`config.mk`:
```
export PLATFORM = sky130hd
export DESIGN_NAME = shift_pipe4
export DESIGN_NICKNAME = d
export VERILOG_FILES = /design/src/rtl/shift_pipe4.sv
export SDC_FILE = /design/constraint.sdc
export NUM_CORES = 1
export LEC_CHECK = 0
export ABC_AREA = 0
export BUFFER_PORTS_ARGS = -buffer_cell sky130_fd_sc_hd__buf_2
export CORE_ASPECT_RATIO = 2
export CORE_MARGIN = 3
export CORE_UTILIZATION = 30
export DETAILED_ROUTE_END_ITERATION = 12
export GPL_ROUTABILITY_DRIVEN = 0
export HOLD_SLACK_MARGIN = 0.02
export PLACE_DENSITY = 0.54
export SLEW_MARGIN = 20
export SYNTH_ARGS = -nofsm -noshare
export SYNTH_HDL_FRONTEND = slang
export SYNTH_SLANG_ARGS = --single-unit
```
`constraint.sdc`:
```
create_clock -name clk -period 1.95 [get_ports clk]
set_clock_uncertainty 0.1 [all_clocks]
set_input_delay 0.2925 -clock clk [delete_from_list [all_inputs] [get_ports clk]]
set_output_delay 0.2925 -clock clk [all_outputs]
set_load 0.05 [all_outputs]
```
`src/rtl/shift_pipe4.sv`:
```
// shift_pipe4: four-stage pipelined 16-bit barrel shifter with valid/ready
// handshakes on both sides and a sideband tag that travels with each operation.
// Stage k applies a shift/rotate by 2^k when Cnt[k] is set, so the by-8 stage is last.
//
// Optional feature: define SHIFT_PIPE_ZFLAG_EN to add the out_zero output, a
// registered "result is zero" flag held in the last stage next to the result.
//
// Handshake: a transfer happens on a rising edge where valid and ready are both
// high. The source holds its payload while valid is high and ready is low. Ready
// never depends on the same side's valid, so there is no combinational loop.
module shift_pipe4 #(
    parameter int WIDTH = 16,   // only 16 is supported: Cnt is 4 bits wide
    parameter int TAG_W = 3
) (
    input  logic             clk,
    input  logic             rst_n,
    input  logic             in_valid,
    output logic             in_ready,
    input  logic [WIDTH-1:0] In,
    input  logic [3:0]       Cnt,
    input  logic [1:0]       Op,
    input  logic [TAG_W-1:0] in_tag,
    output logic             out_valid,
    input  logic             out_ready,
    output logic [WIDTH-1:0] Out,
    output logic [TAG_W-1:0] out_tag
`ifdef SHIFT_PIPE_ZFLAG_EN
    ,
    output logic             out_zero
`endif
);

    localparam logic [1:0] OP_ROL = 2'b00;
    localparam logic [1:0] OP_SLL = 2'b01;
    localparam logic [1:0] OP_ROR = 2'b10;
    localparam logic [1:0] OP_SRL = 2'b11;

    // One conditional shift/rotate step by a fixed amount.
    function automatic logic [WIDTH-1:0] stage_shift(
        input logic [WIDTH-1:0] d,
        input logic [1:0]       op,
        input logic             en,
        input int               amt
    );
        logic [WIDTH-1:0] r;
        r = d;
        if (en) begin
            case (op)
                OP_ROL:  r = (d << amt) | (d >> (WIDTH - amt));
                OP_SLL:  r = d << amt;
                OP_ROR:  r = (d >> amt) | (d << (WIDTH - amt));
                default: r = d >> amt; // OP_SRL, zero fill
            endcase
        end
        return r;
    endfunction

    // Stage registers. Each stage keeps only the Cnt bits still needed
    // downstream; the last stage needs neither Cnt nor Op any more.
    logic             s0_valid_q;
    logic [WIDTH-1:0] s0_data_q;
    logic [3:1]       s0_cnt_q;
    logic [1:0]       s0_op_q;
    logic [TAG_W-1:0] s0_tag_q;

    logic             s1_valid_q;
    logic [WIDTH-1:0] s1_data_q;
    logic [3:2]       s1_cnt_q;
    logic [1:0]       s1_op_q;
    logic [TAG_W-1:0] s1_tag_q;

    logic             s2_valid_q;
    logic [WIDTH-1:0] s2_data_q;
    logic             s2_cnt_q;     // original Cnt[3]
    logic [1:0]       s2_op_q;
    logic [TAG_W-1:0] s2_tag_q;

    logic             s3_valid_q;
    logic [WIDTH-1:0] s3_data_q;
    logic [TAG_W-1:0] s3_tag_q;
`ifdef SHIFT_PIPE_ZFLAG_EN
    logic             s3_zero_q;
`endif

    // Next data values entering each stage.
    logic [WIDTH-1:0] s0_data_d;
    logic [WIDTH-1:0] s1_data_d;
    logic [WIDTH-1:0] s2_data_d;
    logic [WIDTH-1:0] s3_data_d;

    // Per-stage load enables: a stage loads when empty or when the stage after it
    // moves, so bubbles collapse during a stall.
    logic ready0;
    logic ready1;
    logic ready2;
    logic ready3;

    // Ready chain from the output back to the input.
    always_comb begin
        ready3 = !s3_valid_q || out_ready;
        ready2 = !s2_valid_q || ready3;
        ready1 = !s1_valid_q || ready2;
        ready0 = !s0_valid_q || ready1;
    end

    // Shift network: the step by 2^k is applied on the way into stage k.
    always_comb begin
        s0_data_d = stage_shift(In,        Op,      Cnt[0],      1);
        s1_data_d = stage_shift(s0_data_q, s0_op_q, s0_cnt_q[1], 2);
        s2_data_d = stage_shift(s1_data_q, s1_op_q, s1_cnt_q[2], 4);
        s3_data_d = stage_shift(s2_data_q, s2_op_q, s2_cnt_q,    8);
    end

    assign in_ready  = ready0;
    assign out_valid = s3_valid_q;
    assign Out       = s3_data_q;
    assign out_tag   = s3_tag_q;
`ifdef SHIFT_PIPE_ZFLAG_EN
    assign out_zero  = s3_zero_q;
`endif

    // Stage 0: capture an accepted operation with the by-1 step applied.
    always_ff @(posedge clk or negedge rst_n) begin
        if (!rst_n) begin
            s0_valid_q <= 1'b0;
            s0_data_q  <= '0;
            s0_cnt_q   <= '0;
            s0_op_q    <= '0;
            s0_tag_q   <= '0;
        end else if (ready0) begin
            s0_valid_q <= in_valid;
            if (in_valid) begin
                s0_data_q <= s0_data_d;
                s0_cnt_q  <= Cnt[3:1];
                s0_op_q   <= Op;
                s0_tag_q  <= in_tag;
            end
        end
    end

    // Stage 1: advance from stage 0 with the by-2 step applied.
    always_ff @(posedge clk or negedge rst_n) begin
        if (!rst_n) begin
            s1_valid_q <= 1'b0;
            s1_data_q  <= '0;
            s1_cnt_q   <= '0;
            s1_op_q    <= '0;
            s1_tag_q   <= '0;
        end else if (ready1) begin
            s1_valid_q <= s0_valid_q;
            if (s0_valid_q) begin
                s1_data_q <= s1_data_d;
                s1_cnt_q  <= s0_cnt_q[3:2];
                s1_op_q   <= s0_op_q;
                s1_tag_q  <= s0_tag_q;
            end
        end
    end

    // Stage 2: advance from stage 1 with the by-4 step applied.
    always_ff @(posedge clk or negedge rst_n) begin
        if (!rst_n) begin
            s2_valid_q <= 1'b0;
            s2_data_q  <= '0;
            s2_cnt_q   <= 1'b0;
            s2_op_q    <= '0;
            s2_tag_q   <= '0;
        end else if (ready2) begin
            s2_valid_q <= s1_valid_q;
            if (s1_valid_q) begin
                s2_data_q <= s2_data_d;
                s2_cnt_q  <= s1_cnt_q[3];
                s2_op_q   <= s1_op_q;
                s2_tag_q  <= s1_tag_q;
            end
        end
    end

    // Stage 3: final by-8 step; these registers drive the outputs directly.
    always_ff @(posedge clk or negedge rst_n) begin
        if (!rst_n) begin
            s3_valid_q <= 1'b0;
            s3_data_q  <= '0;
            s3_tag_q   <= '0;
        end else if (ready3) begin
            s3_valid_q <= s2_valid_q;
            if (s2_valid_q) begin
                s3_data_q <= s3_data_d;
                s3_tag_q  <= s2_tag_q;
            end
        end
    end

`ifdef SHIFT_PIPE_ZFLAG_EN
    // Zero flag registered with the result so it stalls and clears like Out.
    always_ff @(posedge clk or negedge rst_n) begin
        if (!rst_n) begin
            s3_zero_q <= 1'b0;
        end else if (ready3 && s2_valid_q) begin
            s3_zero_q <= (s3_data_d == '0);
        end
    end
`endif

endmodule
```
Yosys cells after proc, flatten, opt, wreduce, memory -nomap -nowiden
Index checks and enable logic that the tools add are counted.

Reductions and logical operators: 17. Mux-type cells: 8. Equal/unequal tests: 8. Bitwise gates (word level): 7.

Operators by type and width (number): case mux 16 bit (3 select lines) (3); 2-to-1 mux 16 bit (4); case mux 16 bit (2 select lines) (1); bitwise OR 12 x 16 -> 16 bit (1); bitwise OR 14 x 16 -> 16 bit (1); bitwise OR 15 x 16 -> 16 bit (1); bitwise OR 16 x 1 -> 16 bit (1); bitwise OR 16 x 2 -> 16 bit (1); bitwise OR 16 x 4 -> 16 bit (1); bitwise OR 8 x 16 -> 16 bit (1); equality test 2 x 1 -> 1 bit (second input constant) (4); equality test 2 bit (second input constant) (4); zero test 2 bit (4); AND reduction 2 bit (4); zero test 1 bit (4); logical OR 1 bit (4); OR reduction 2 bit (1).

Flip-flop bits (word level): 92. Output and inout port bits: 21. Word-level logic and storage cells: 58.

Logic depth before layout (Yosys ltp)
Depth in word-level cells: 6. Depth in mapped cells: 6. Mapped depth without buffers: 3.

Worst setup path after synthesis
OpenSTA, ideal clock, no wires.

Path kind: register to register. Start: register s3_valid_q (netlist: out_valid). End: register s1_cnt_q[3] (netlist name). Arrival: 1626 ps. Setup slack: 99 ps. Stages on the path, launching flop included: 5. Library setup time: 125 ps. Required time: 1725 ps. Cells stage by stage: dfrtp_1 -> nand4b_1 -> nand2_1 -> buf_4 -> mux2_2.

Word-level cells in the longest chain between the ends: 5.

Ends and longest elaborated chain: start: declaration (RTL line 78) `logic s3_valid_q;`; start signal: assignment (RTL line 186) `s3_valid_q <= s2_valid_q;`; zero test 1 bit (RTL line 100) `ready3 = !s3_valid_q || out_ready;`; logical OR 1 bit (RTL line 100); logical OR 1 bit (RTL line 101) `ready2 = !s2_valid_q || ready3;`; logical OR 1 bit (RTL line 102) `ready1 = !s1_valid_q || ready2;`; AND reduction 2 bit (no source line); end signal: assignment (RTL line 153) `s1_cnt_q <= s0_cnt_q[3:2];`; end: declaration (RTL line 68) `logic [3:2] s1_cnt_q;`.

No other way between the ends. A chain may end at the register's enable or synchronous reset.

Worst setup path in the final report
Start: register s1_valid_q. End: output port in_ready.

Word-level cells in the longest chain between the ends: 3.

Ends and longest elaborated chain: start: declaration (RTL line 66) `logic s1_valid_q;`; start signal: assignment (RTL line 150) `s1_valid_q <= s0_valid_q;`; zero test 1 bit (RTL line 102); logical OR 1 bit (RTL line 102); logical OR 1 bit (RTL line 103) `ready0 = !s0_valid_q || ready1;`; end: declaration (RTL line 18) `output logic in_ready,`.

No other way between the ends.

==> impl_metrics.env <==
export IMPL_syn_cell_area_mm2=0.00474
export IMPL_num_rows=64
export IMPL_drt_first_pass_iters=4
export IMPL_ys_ff_latch=92
export IMPL_clockBufferDepth=2
export IMPL_cp_num_cells=3
export IMPL_wl_um=10500
export IMPL_cp_top_family="flip-flops"
export IMPL_r2r_slack_ns=0.22
export IMPL_wl_per_cell_um=15.6
export IMPL_p_sw_share_pct=37.9
export IMPL_hold_path_depth=2
export IMPL_holdPathEnd="s0_valid_q$_DFFE_PN0P_"
export IMPL_cts_tree="yes"
export IMPL_synth_cells=423
export IMPL_grt_pass1_vias=3377
export IMPL_multi_input_area_mm2=0.00227
export IMPL_slew_violations=0
export IMPL_criticalPathCategory="reg2out"
export IMPL_r2r_end="s0_op_q[0]$_DFFE_PN0P_"
export IMPL_nFillCells=1568
export IMPL_grt_pass1_wl_um=16900
export IMPL_syn_num_nets=452
export IMPL_cts_setup_buffers=0
export IMPL_r2r_start="s1_valid_q$_DFFE_PN0P_"
export IMPL_drv_cap=0
export IMPL_ant_nets=0
export IMPL_pwr_share_comb_pct=38.2
export IMPL_cp_num_buf_inv=1
export IMPL_seq_area_frac_synth_pct=48.6
export IMPL_fin_crit_ns=1.78
export IMPL_pwr_share_clk_pct=22.1
export IMPL_start_kind="flop"
export IMPL_synth_flop_cell="dfrtp_1"
export IMPL_synthTopCellsByCount="dfrtp_1, a21oi_1, mux2_2"
export IMPL_fmax_ghz=0.561
export IMPL_netSwitchingPower_w=0.00302
export IMPL_synth_area_top_cells="dfrtp_1, mux2_2, a21oi_1"
export IMPL_power_w=0.00797
export IMPL_max_stage_delay_ns=0.45
export IMPL_start_util_pct=30.8
export IMPL_dieArea_mm2=0.0174
export IMPL_critPathArrivalTime_ns=1.39
export IMPL_cpMaxStageDelayCell="dfrtp_1"
export IMPL_root_buffer="clkbuf_16"
export IMPL_yosysMostFrequentCell="dfrtp_1"
export IMPL_status="complete, no violations"
export IMPL_fp_dieH_um=184
export IMPL_internal_power_w=0.00495
export IMPL_viasPerCell=4.87
export IMPL_grt_antenna_before_repair=0
export IMPL_grt_max_degree=36
export IMPL_p_leak_nw=2.39
export IMPL_hpwl_um=8330
export IMPL_ys_warn_count=0
export IMPL_path_max_fanout=8
export IMPL_regArea_mm2=0.00230
export IMPL_rsz0062_at_grt="no"
export IMPL_avgSynthCellArea_um2=11.2
export IMPL_ctsResizeCount=0
export IMPL_post_route_period_util_pct=91.4
export IMPL_async_flop_share_pct=100
export IMPL_worstRegToRegCells=4
export IMPL_finalSetupViolCount=0
export IMPL_area_delta_synth_final_pct=17.9
export IMPL_max_slew_worst_pin_slew_ns=0.740
export IMPL_die_w_um=94.9
export IMPL_drtIter0Drc=99
export IMPL_io_buffers=49
export IMPL_setup_tns_ns=0
export IMPL_clk_pin_slew_ns=0.06
export IMPL_p_per_area_mw_per_mm2=1430
export IMPL_vias=3268
export IMPL_hold_viol=0
export IMPL_min_from="in_valid"
export IMPL_yosysUniqueCellTypes=27
export IMPL_post_route_util_pct=36.3
export IMPL_finalNetCount=498
export IMPL_vdd_ir_drop_max_v=0.000497
export IMPL_drc=0
export IMPL_cp_end_kind="output pin"
export IMPL_power_frac_seq_pct=39.7
export IMPL_synth_top_area_share_pct=48.6
export IMPL_gr_total_overflow=0
export IMPL_antennaDiodeCount=0
export IMPL_crit_chain="and4b_4 > nand2_1 > buf_2"
export IMPL_htreeDepth=3
export IMPL_clk_latency_ns=0.33
export IMPL_io_pins=50
export IMPL_cts_sinks=92
export IMPL_required_ns=1.56
export IMPL_drive_gt1_share_pct=31.1
export IMPL_grtUsageTotal_pct=12.6
export IMPL_synth_largest_area_cell="dfrtp_1"
export IMPL_core_mm2=0.0154
export IMPL_cts_made_buffers=9
export IMPL_hold_path_class="in2reg"
export IMPL_synth_edf_count=0
export IMPL_max_slew_margin_pct=50.5
cells by family (layout without fill, tap and decap cells):
family	Yosys count	in the layout	synth area share (%)
compound gates	110	110	13.6
flops	92	92	48.6
buf+inv	32	82	3.59
mux	100	100	24.4
simple gates	89	89	9.74
power groups by stage:
stage,Sequential [W],Clock [W],Combinational (W)
4_1_cts,0.00317,0.00180,0.00310
3_3_place_gp,0.00317,0,0.00303
6_report,0.00316,0.00176,0.00305
5_1_grt,0.00326,0.00188,0.00333
3_5_place_dp,0.00320,0,0.00309
2_1_floorplan,0.00373,0,0.00168
placed cells by master, fill, tap and decap left out:
cell / netlist / routed
a21oi_1: 74 / 74
a21boi_4: 1 / 1
bufinv_16: 0 / 1
o211ai_1: 6 / 6
nand4b_1: 1 / 1
mux2_2: 46 / 46
nand2_2: 1 / 1
dfrtp_1: 92 / 92
nand2b_1: 13 / 13
clkbuf_8: 0 / 3
and4b_4: 1 / 1
mux2i_1: 34 / 34
dlygate4sd3_1: 0 / 1
nand3b_1: 8 / 8
a21boi_1: 1 / 1
buf_2: 7 / 48
inv_1: 2 / 2
nor2_1: 44 / 44
o2bb2ai_1: 6 / 6
or3b_2: 1 / 1
a31oi_1: 16 / 16
mux2_4: 20 / 20
buf_12: 0 / 7
clkbuf_1: 14 / 2
nor2b_1: 16 / 16
nand2_1: 3 / 3
clkbuf_16: 0 / 9
a221oi_1: 6 / 6
and2_1: 1 / 1
buf_4: 5 / 9
state kept, by name, summed over array words and instances, names as in the netlist, 2 cells and up:
name and count:
s0_op_q 2, s0_cnt_q 3, s1_data_q 16, s2_data_q 16, s1_tag_q 3, s2_tag_q 3
s2_op_q 2, s0_data_q 16, s1_cnt_q 2, out_tag 3, s0_tag_q 3, s1_op_q 2
Out 16
stage by stage:
stage	hold slack (ns)	cell area [µm²]	instances	setup slack (ns)
after floorplan	-0.103	4740	423	0.0991
after global placement	0.175	5270	655	0.235
after detailed placement	0.180	5270	655	0.173
after CTS	0.0708	5590	671	0.146
after global routing	0.0781	5590	671	0.111
final	0.0750	5590	671	0.169
worst max-delay path by stage:
stage	from	endpoint	slack, ns
2_1_floorplan	out_valid$_DFFE_PN0P_	s1_cnt_q[3]$_DFFE_PN0P_	0.1
3_3_place_gp	s1_valid_q$_DFFE_PN0P_	s0_op_q[0]$_DFFE_PN0P_	0.24
3_5_place_dp	out_ready	s2_data_q[14]$_DFFE_PN0P_	0.17
4_1_cts	s1_valid_q$_DFFE_PN0P_	in_ready	0.15
5_1_grt	s1_valid_q$_DFFE_PN0P_	in_ready	0.11
6_report	s1_valid_q$_DFFE_PN0P_	in_ready	0.17
cell type report:
| cell class | instances | area share, % |
|---|---|---|
| sequential | 92 | 41.2 |
| clock inverter | 1 | 0.538 |
| timing repair buffer | 65 | 8.20 |
| tap | 198 | 4.43 |
| multi-input combinational | 299 | 40.6 |
| inverter | 2 | 0.134 |
| clock buffer | 14 | 4.90 |
routing by layer:
metal / vias to the layer above / GRT usage [%] / share of wire, %
li1: 1629 / - / -
met1: 1590 / 11.7 / 34
met2: 40 / 25.5 / 61
met3: 9 / 1.60 / 1.5
met4: 0 / 6.36 / 2.7
met5: - / 0 / 0
what timing repair did:
item | 4_1_cts | 5_1_grt
hold endpoints to repair | 33 | 0
setup endpoints to repair | 0 | 0
hold buffers | 1 | 0
(Power assumes the default switching activity.)
